`src/rtl/rom_boot_copier.sv`:
```
// rom_boot_copier: copies a byte-wide ROM image into 16-bit little-endian RAM words at boot.
// Optional feature macro ROM_CHECKSUM_EN adds a modulo-256 byte checksum and option-ROM check.
module rom_boot_copier #(
    parameter int AW = 14,
    parameter int DW = 8,
    parameter int RAW = 20,
    parameter logic [RAW-1:0] BASE = 20'hF8000
) (
    input  logic           clock,
    input  logic           reset_n,
    input  logic           start,
    output logic           busy,
    output logic           done,
    output logic           rom_ce,
    output logic [AW-1:0]  rom_address,
    input  logic [DW-1:0]  rom_data,
    output logic           wr_valid,
    input  logic           wr_ready,
    output logic [RAW-1:0] wr_address,
`ifdef ROM_CHECKSUM_EN
    output logic [7:0]     checksum,
    output logic           checksum_ok,
`endif
    output logic [15:0]    wr_data
);
    typedef enum logic [2:0] {IDLE, RD0, RD1, RD2, WR, DONE} state_t;

    state_t         r_state;
    logic [AW-2:0]  r_k;
    logic [7:0]     r_lo;
    logic           r_busy;
    logic           r_done;
    logic           r_rom_ce;
    logic [AW-1:0]  r_rom_address;
    logic           r_wr_valid;
    logic [RAW-1:0] r_wr_address;
    logic [15:0]    r_wr_data;
    logic [AW-2:0]  w_k_next;
    logic           w_last;

    assign w_k_next = r_k + 1'b1;
    assign w_last   = &r_k;

    // ROM has a fixed 1-cycle read latency: byte 2k arrives in RD1, byte 2k+1 in RD2.
    always_ff @(posedge clock or negedge reset_n) begin
        if (!reset_n) begin
            r_state       <= IDLE;
            r_k           <= '0;
            r_lo          <= '0;
            r_busy        <= 1'b0;
            r_done        <= 1'b0;
            r_rom_ce      <= 1'b0;
            r_rom_address <= '0;
            r_wr_valid    <= 1'b0;
            r_wr_address  <= '0;
            r_wr_data     <= '0;
        end else begin
            case (r_state)
                IDLE: if (start) begin
                    r_k           <= '0;
                    r_done        <= 1'b0;
                    r_busy        <= 1'b1;
                    r_rom_ce      <= 1'b1;
                    r_rom_address <= '0;
                    r_state       <= RD0;
                end
                RD0: begin
                    r_rom_address <= {r_k, 1'b1};
                    r_state       <= RD1;
                end
                RD1: begin
                    r_rom_ce <= 1'b0;
                    r_lo     <= rom_data;
                    r_state  <= RD2;
                end
                RD2: begin
                    r_wr_valid   <= 1'b1;
                    r_wr_address <= BASE + RAW'(r_k);
                    r_wr_data    <= {rom_data, r_lo};
                    r_state      <= WR;
                end
                WR: if (wr_ready) begin
                    r_wr_valid <= 1'b0;
                    if (w_last) begin
                        r_busy  <= 1'b0;
                        r_done  <= 1'b1;
                        r_state <= DONE;
                    end else begin
                        r_k           <= w_k_next;
                        r_rom_ce      <= 1'b1;
                        r_rom_address <= {w_k_next, 1'b0};
                        r_state       <= RD0;
                    end
                end
                DONE: r_state <= IDLE;
                default: r_state <= IDLE;
            endcase
        end
    end

    assign busy        = r_busy;
    assign done        = r_done;
    assign rom_ce      = r_rom_ce;
    assign rom_address = r_rom_address;
    assign wr_valid    = r_wr_valid;
    assign wr_address  = r_wr_address;
    assign wr_data     = r_wr_data;

`ifdef ROM_CHECKSUM_EN
    logic [7:0] r_sum;

    always_ff @(posedge clock or negedge reset_n) begin
        if (!reset_n) r_sum <= '0;
        else if (r_state == IDLE && start) r_sum <= '0;
        else if (r_state == RD1 || r_state == RD2) r_sum <= r_sum + rom_data;
    end

    // Option-ROM images are valid when all bytes sum to zero.
    assign checksum    = r_sum;
    assign checksum_ok = r_done && (r_sum == 8'h00);
`endif
endmodule

```
`config.mk`:
```
export PLATFORM = sky130hd
export DESIGN_NAME = rom_boot_copier
export DESIGN_NICKNAME = d
export VERILOG_FILES = /design/src/rtl/rom_boot_copier.sv
export SDC_FILE = /design/constraint.sdc
export NUM_CORES = 1
export LEC_CHECK = 0
export CAP_MARGIN = 20
export CORE_ASPECT_RATIO = 0.7
export CORE_MARGIN = 2
export CORE_UTILIZATION = 52
export DETAILED_ROUTE_END_ITERATION = 8
export GPL_ROUTABILITY_DRIVEN = 1
export PLACE_DENSITY = 0.8
export SKIP_LAST_GASP = 1
export SYNTH_ARGS = -nofsm -noshare
export SYNTH_HDL_FRONTEND = slang
export SYNTH_SLANG_ARGS = --single-unit
```
`constraint.sdc`:
```
create_clock -name clock -period 2.2 [get_ports clock]
set_input_delay 0.44 -clock clock [delete_from_list [all_inputs] [get_ports clock]]
set_output_delay 0.44 -clock clock [all_outputs]
set_load 0.02 [all_outputs]
```
==> results.tsv, run 1 <==
metric	value	unit
Post-Synthesis Cell Area	3420	um^2
slowest cell on the critical path	or4_1	
worst r2r dst	r_k[0]	
Max Cap Violations	0	
Fin Clk Skew	0.008677	ns
initial antenna violation count	0	
Syn. warnings	0	
number of global-route vias before repair	2739	
post-synth top area cell	dfrtp_1	
Peak VDD IR	0.0006684	V
Antenna diodes	0	
Placed Cells	436	
hpwl dp	5.628	mm
final hold violations	0	
Final Non-Filler Cells	451	
# H-tree levels	3	
Remaining DRCs	0	
area growth from synthesis to layout	29.38	%
critical path class	reg2reg	
Most used DFF post-synth	dfrtp_1	
CP cell instances	ha_1, nand4_4, or4_1, nand2_1, mux2_2	
Critical Path RT	2.49	ns
part of the cycle the worst path needs	92.37	%
Worst Tran Pin Value	0.5630	ns
share of the synthesized area in the top cell type	52.69	%
clk buf depth	2	
row count	24	
Util after Layout	70.16	%
Final setup viols	0	
Clock Tree Root	clkbuf_8	
Die W	100.9	um
first-pass GRT wire length	13.48	mm
PostCTS Resize Cnt	0	
register area share after synthesis	52.69	%
Skew-Pair Late Insertion Delay	0.35	ns
Final #Nets	382	
Worst setup EP type	register	
R2R Setup Slk	0.17	ns
CTS tree	built	
DRT antenna net count	0	
Critical Path Source Type	register	
I/O pin cnt	66	
Top delay family on crit path	simple AND/OR/NAND/NOR gates	
clk sink count	72	
PortBufs	63	
crit-path max cell delay	0.57	ns
Syn Inst Count	299	
Async SR Flop Fraction	100.0	%
total gr overflow	0	
vias	2705	
min cycle time layout	2.032	ns
share of cells above drive strength 1	23.06	%
DR iter-0 viols	229	
worst rel slew slack	62.47	%
largest net degree at the start of global routing	41	
RSZ-0062 raised after global routing	false	
CP max FO	9	
first-pass iteration count of the detailed router	6	
Die ar.	7251	um^2
GRT Resource Usage Total	24.22	%
Hold Path Class	in2async	
die height	71.85	um
synth unique cells	59	
Max Fclk	492.1	MHz
WL final	8.043	mm
Starting Density	54.23	%
postcts setup bufs	0	
Reg2Reg Depth	5	
CP Buf/Inv Count	0	
Final Max Tran Viols	0	
status	completed	
Avg WL per Cell	17.83	um
Leak	1.880	nW
TNS Setup	0	ns
Final WS setup	0.1679	ns
Core ar.	6306	um^2
WP data arrival	2.32	ns
Design Power	5.545	mW
Mean Syn Cell Area	11.44	um^2
post-DR vias/cell	5.998	
total CTS buffers	9	
register bit total from synthesis	72	
worst reg2reg startpoint	r_k[1]	
Place WS	0.01245	ns
P per Cell Area	1253	nW/um^2
EDFF count, synth	0	
clk slew on worst S/H paths	0.08	ns
Synth area leaders	dfrtp_1, mux2_2, nand2_1, a31oi_1, o21ai_0	
CTS Hold Buffers Added	0	
routability cong.	0.8910	
-- layout by cell type, fill, tap and decap left out, types with 2 or more instances in the layout --
cell,Yosys,layout
nor3_1,6,6
a21oi_1,8,8
mux2_2,36,36
or3_1,2,2
inv_1,6,6
dfrtp_1,72,72
mux2_1,7,7
nand3_1,5,5
clkbuf_8,0,10
o22a_1,4,4
bufinv_16,0,2
nand4_1,4,4
a31oi_1,14,14
o21ai_0,16,16
buf_12,0,2
nor4_2,2,2
nand2_1,24,24
nor3b_1,3,3
a2bb2oi_1,2,2
o31ai_1,6,6
nor2_1,5,5
nand2b_1,6,6
conb_1,1,2
clkdlybuf4s50_1,0,62
and3_1,2,2
a211oi_1,3,3
o21ai_1,2,2
or4_1,3,3
buf_4,6,22
-- synthesized netlist by cell type, types with 2 or more instances --
cell type and n:
o31ai_1 6, o22a_1 4, buf_4 6, nand2_1 24, nor2_1 5, nand3_1 5, or4_1 3, buf_2 12
nor4_2 2, nor3b_1 3, and3_1 2, a31oi_1 14, buf_1 2, clkbuf_1 9, nand2b_1 6, inv_1 6
or3_1 2, nor3_1 6, o21ai_1 2, nand4_1 4, mux2_2 36, a2bb2oi_1 2, o21ai_0 16, a21oi_1 8
dfrtp_1 72, a211oi_1 3, mux2_1 7
-- layout make-up --
type | instances | area, um^2
fillers | 476 | 1882
flip-flops and latches | 72 | 1802
multi-input cells | 193 | 1453
repair buffers | 87 | 830.8
clock buffers | 10 | 137.6
well taps | 78 | 97.59
clock inverters | 5 | 81.33
inverters | 6 | 22.52
-- per-layer routing --
metal,vias to the layer above,track usage (%),wire (um)
li1,1234,-,-
met1,1334,33.35,3568
met2,125,37.11,3766
met3,12,7.122,631
met4,0,8.258,77
met5,-,0,0
-- how the worst max path moves through the flow --
| stage | startpoint | endpoint | depth (start not counted) |
|---|---|---|---|
| 2_1_floorplan | r_k[0] | rom_address[10] | 6 |
| 3_3_place_gp | wr_ready | r_k[6] | 5 |
| 3_5_place_dp | wr_ready | r_k[6] | 5 |
| 4_1_cts | r_k[3] | r_k[11] | 4 |
| 5_1_grt | r_k[3] | r_k[11] | 4 |
| 6_report | r_k[1] | r_k[0] | 5 |
-- state kept, by name, summed over array words and instances (netlist names) --
register and count:
r_k 13, wr_data 16, busy 1, r_lo 8
done 1, wr_address 14, r_state 3, rom_ce 1
wr_valid 1, rom_address 14
-- cells by family after synthesis --
group | after synthesis | synth area share, %
compound gates | 69 | 13.47
xor+xnor | 1 | 0.2562
fa+ha+maj | 1 | 0.3658
buf+inv | 35 | 4.940
flops | 72 | 52.69
mux | 44 | 14.45
other cells | 1 | 0.1097
simple gates | 76 | 13.72
-- per-stage QoR --
stage	instance area (um^2)	hold WS, ns
after floorplan	3423	0.1444
after global placement	4205	0.4573
after detailed placement	4205	0.4698
after CTS	4424	0.09546
after global routing	4424	0.1275
final	4424	0.08076
-- where the power goes --
group | switching [mW] | leakage [nW] | internal (mW)
Combinational | 1.19 | 0.852 | 1.19
Clock | 0.493 | 0.108 | 0.663
Sequential | 0.276 | 0.920 | 1.73
No activity file was read; power rests on OpenSTA's default activity.
==> inputs of run 2 (changes only) <==
--- a/config.mk
+++ b/config.mk
@@ -7,7 +7,7 @@
 export LEC_CHECK = 0
 export CAP_MARGIN = 20
 export CORE_ASPECT_RATIO = 0.7
-export CORE_MARGIN = 2
+export CORE_MARGIN = 5
 export CORE_UTILIZATION = 52
 export DETAILED_ROUTE_END_ITERATION = 8
 export GPL_ROUTABILITY_DRIVEN = 1
==> results.tsv, run 2 (synthesized netlist as in run 1, its figures left out) <==
metric	value	unit	change
DRT antenna net count	0		unchanged
CP max FO	11		+2
Max Cap Violations	0		unchanged
critical path class	reg2reg		
RSZ-0062 raised after global routing	false		
Worst Tran Pin Value	0.5154	ns	-0.04759 ns
Die ar.	8324	um^2	+15%
Place WS	-0.05775	ns	-0.07021 ns
Max Fclk	483.4	MHz	-1.8%
Design Power	5.585	mW	+0.73%
Placed Cells	437		+0.23%
Avg WL per Cell	18.90	um	+6.0%
TNS Setup	0	ns	unchanged
Top delay family on crit path	simple AND/OR/NAND/NOR gates		
Peak VDD IR	0.0007054	V	+5.5%
WL final	8.542	mm	+6.2%
PortBufs	63		unchanged
total CTS buffers	9		unchanged
total gr overflow	0		unchanged
largest net degree at the start of global routing	73		+78%
clk slew on worst S/H paths	0.08	ns	about the same
Final WS setup	0.1312	ns	-0.03669 ns
postcts setup bufs	0		unchanged
crit-path max cell delay	0.64	ns	+0.07 ns
Worst setup EP type	register		
die height	77.85	um	+8.4%
initial antenna violation count	0		unchanged
max reg flops	16		unchanged
Critical Path Source Type	register		
Clock Tree Root	clkbuf_8		
clk buf depth	2		unchanged
hpwl dp	5.944	mm	+5.6%
post-DR vias/cell	6.051		+0.89%
Fin Clk Skew	0.008110	ns	-0.0005672 ns
Util after Layout	70.22	%	about the same
final hold violations	0		unchanged
first-pass iteration count of the detailed router	6		unchanged
number of global-route vias before repair	2839		+3.7%
CTS tree	built		
most frequent cells in the layout	dfrtp_1, clkdlybuf4s50_1, mux2_2		
Critical Path RT	2.47	ns	-0.02 ns
row count	24		unchanged
Die W	106.9	um	+5.9%
Remaining DRCs	0		unchanged
routability cong.	0.9297		+4.3%
CTS Hold Buffers Added	0		unchanged
first-pass GRT wire length	14.37	mm	+6.6%
GRT Resource Usage Total	21.66	%	-2.6 points
clk sink count	72		unchanged
WP data arrival	2.34	ns	+0.02 ns
vias	2735		+1.1%
Hold Path Class	in2async		
DR iter-0 viols	200		-13%
Antenna diodes	0		unchanged
worst rel slew slack	65.37	%	+2.9 points
Final Max Tran Viols	0		unchanged
# H-tree levels	3		unchanged
share of cells above drive strength 1	23.26	%	+0.21 points
commonest non-fill, non-tap cell in the layout	dfrtp_1		
Starting Density	54.23	%	unchanged
P per Cell Area	1261	nW/um^2	+0.64%
PostCTS Resize Cnt	0		unchanged
status	completed		
area growth from synthesis to layout	29.49	%	about the same
Final #Nets	383		+0.26%
Skew-Pair Late Insertion Delay	0.35	ns	about the same
CP cell instances	nand4_4, or4_1, nand2_1, o22a_1		
Final Non-Filler Cells	452		+0.22%
slowest cell on the critical path	or4_1		
Core ar.	6306	um^2	unchanged
I/O pin cnt	66		unchanged
part of the cycle the worst path needs	94.04	%	+1.7 points
Final setup viols	0		unchanged
CP Buf/Inv Count	0		unchanged
min cycle time layout	2.069	ns	+0.03669 ns
Leak	1.883	nW	+0.13%
run 2: changes by cell type in the layout (fill, tap and decap cells not counted), sizes merged:
cell / previous run / this run
clkbuf: 10 / 11
buf: 25 / 26
clkinv: 2 / 0
inv: 6 / 7
run 2: metal layers:
layer / global-route usage [%] / share of wire (%) / vias up
met5: 0 / 0 / -
met3: 5.804 / 7.3 / 16
met2: 34.23 / 48 / 126
li1: - / - / 1231
met1: 29.43 / 44 / 1362
met4: 6.641 / 1.1 / 0
run 2: worst paths after layout:
path	slack, ns	depth (start not counted)	end	from
worst max-delay path	0.13	4	r_k[6]	r_k[3]
worst min-delay path	0.11	2	wr_data[13]	reset_n
worst max register to register	0.13	4	r_k[6]	r_k[3]
worst min register to register	0.49	1	busy	busy
max in group asynchronous	1.80	2	rom_address[1]	reset_n
min in group clock	0.49	1	busy	busy
run 2: final cells by class:
class | count | area [um^2]
Clock buffer | 11 | 151.4
Clock inverter | 4 | 76.32
Fill cell | 485 | 1878
Inverter | 6 | 22.52
Multi-Input combinational cell | 193 | 1453
Sequential cell | 72 | 1802
Tap cell | 78 | 97.59
Timing Repair Buffer | 88 | 825.8
run 2: worst register-to-register path, cell delays in order (launching register included):
cell     delay, ns
dfrtp_1       0.57
nand4_4       0.19
or4_1         0.64
nand2_1       0.36
o22a_1        0.24
run 2: per-stage QoR:
stage               area [um^2]  hold WS, ns
floorplan                  3423       0.1444
global placement           4200       0.4602
detailed placement         4200       0.4737
CTS                        4428       0.1160
global route               4428       0.1340
finish                     4428       0.1085
run 2: where the power goes:
group	total (mW)	switching, mW	internal, mW
registers	2.00	0.272	1.73
clock network	1.19	0.490	0.698
logic	2.39	1.23	1.16
==> inputs of run 3 (changes only) <==
--- a/config.mk
+++ b/config.mk
@@ -9,6 +9,7 @@
 export CORE_ASPECT_RATIO = 0.7
 export CORE_MARGIN = 5
 export CORE_UTILIZATION = 52
+export CTS_CLUSTER_SIZE = 12
 export DETAILED_ROUTE_END_ITERATION = 8
 export GPL_ROUTABILITY_DRIVEN = 1
 export PLACE_DENSITY = 0.8
==> results of run 3 <==
Same layout as run 2: the final DEF is identical, and so are final timing and power.
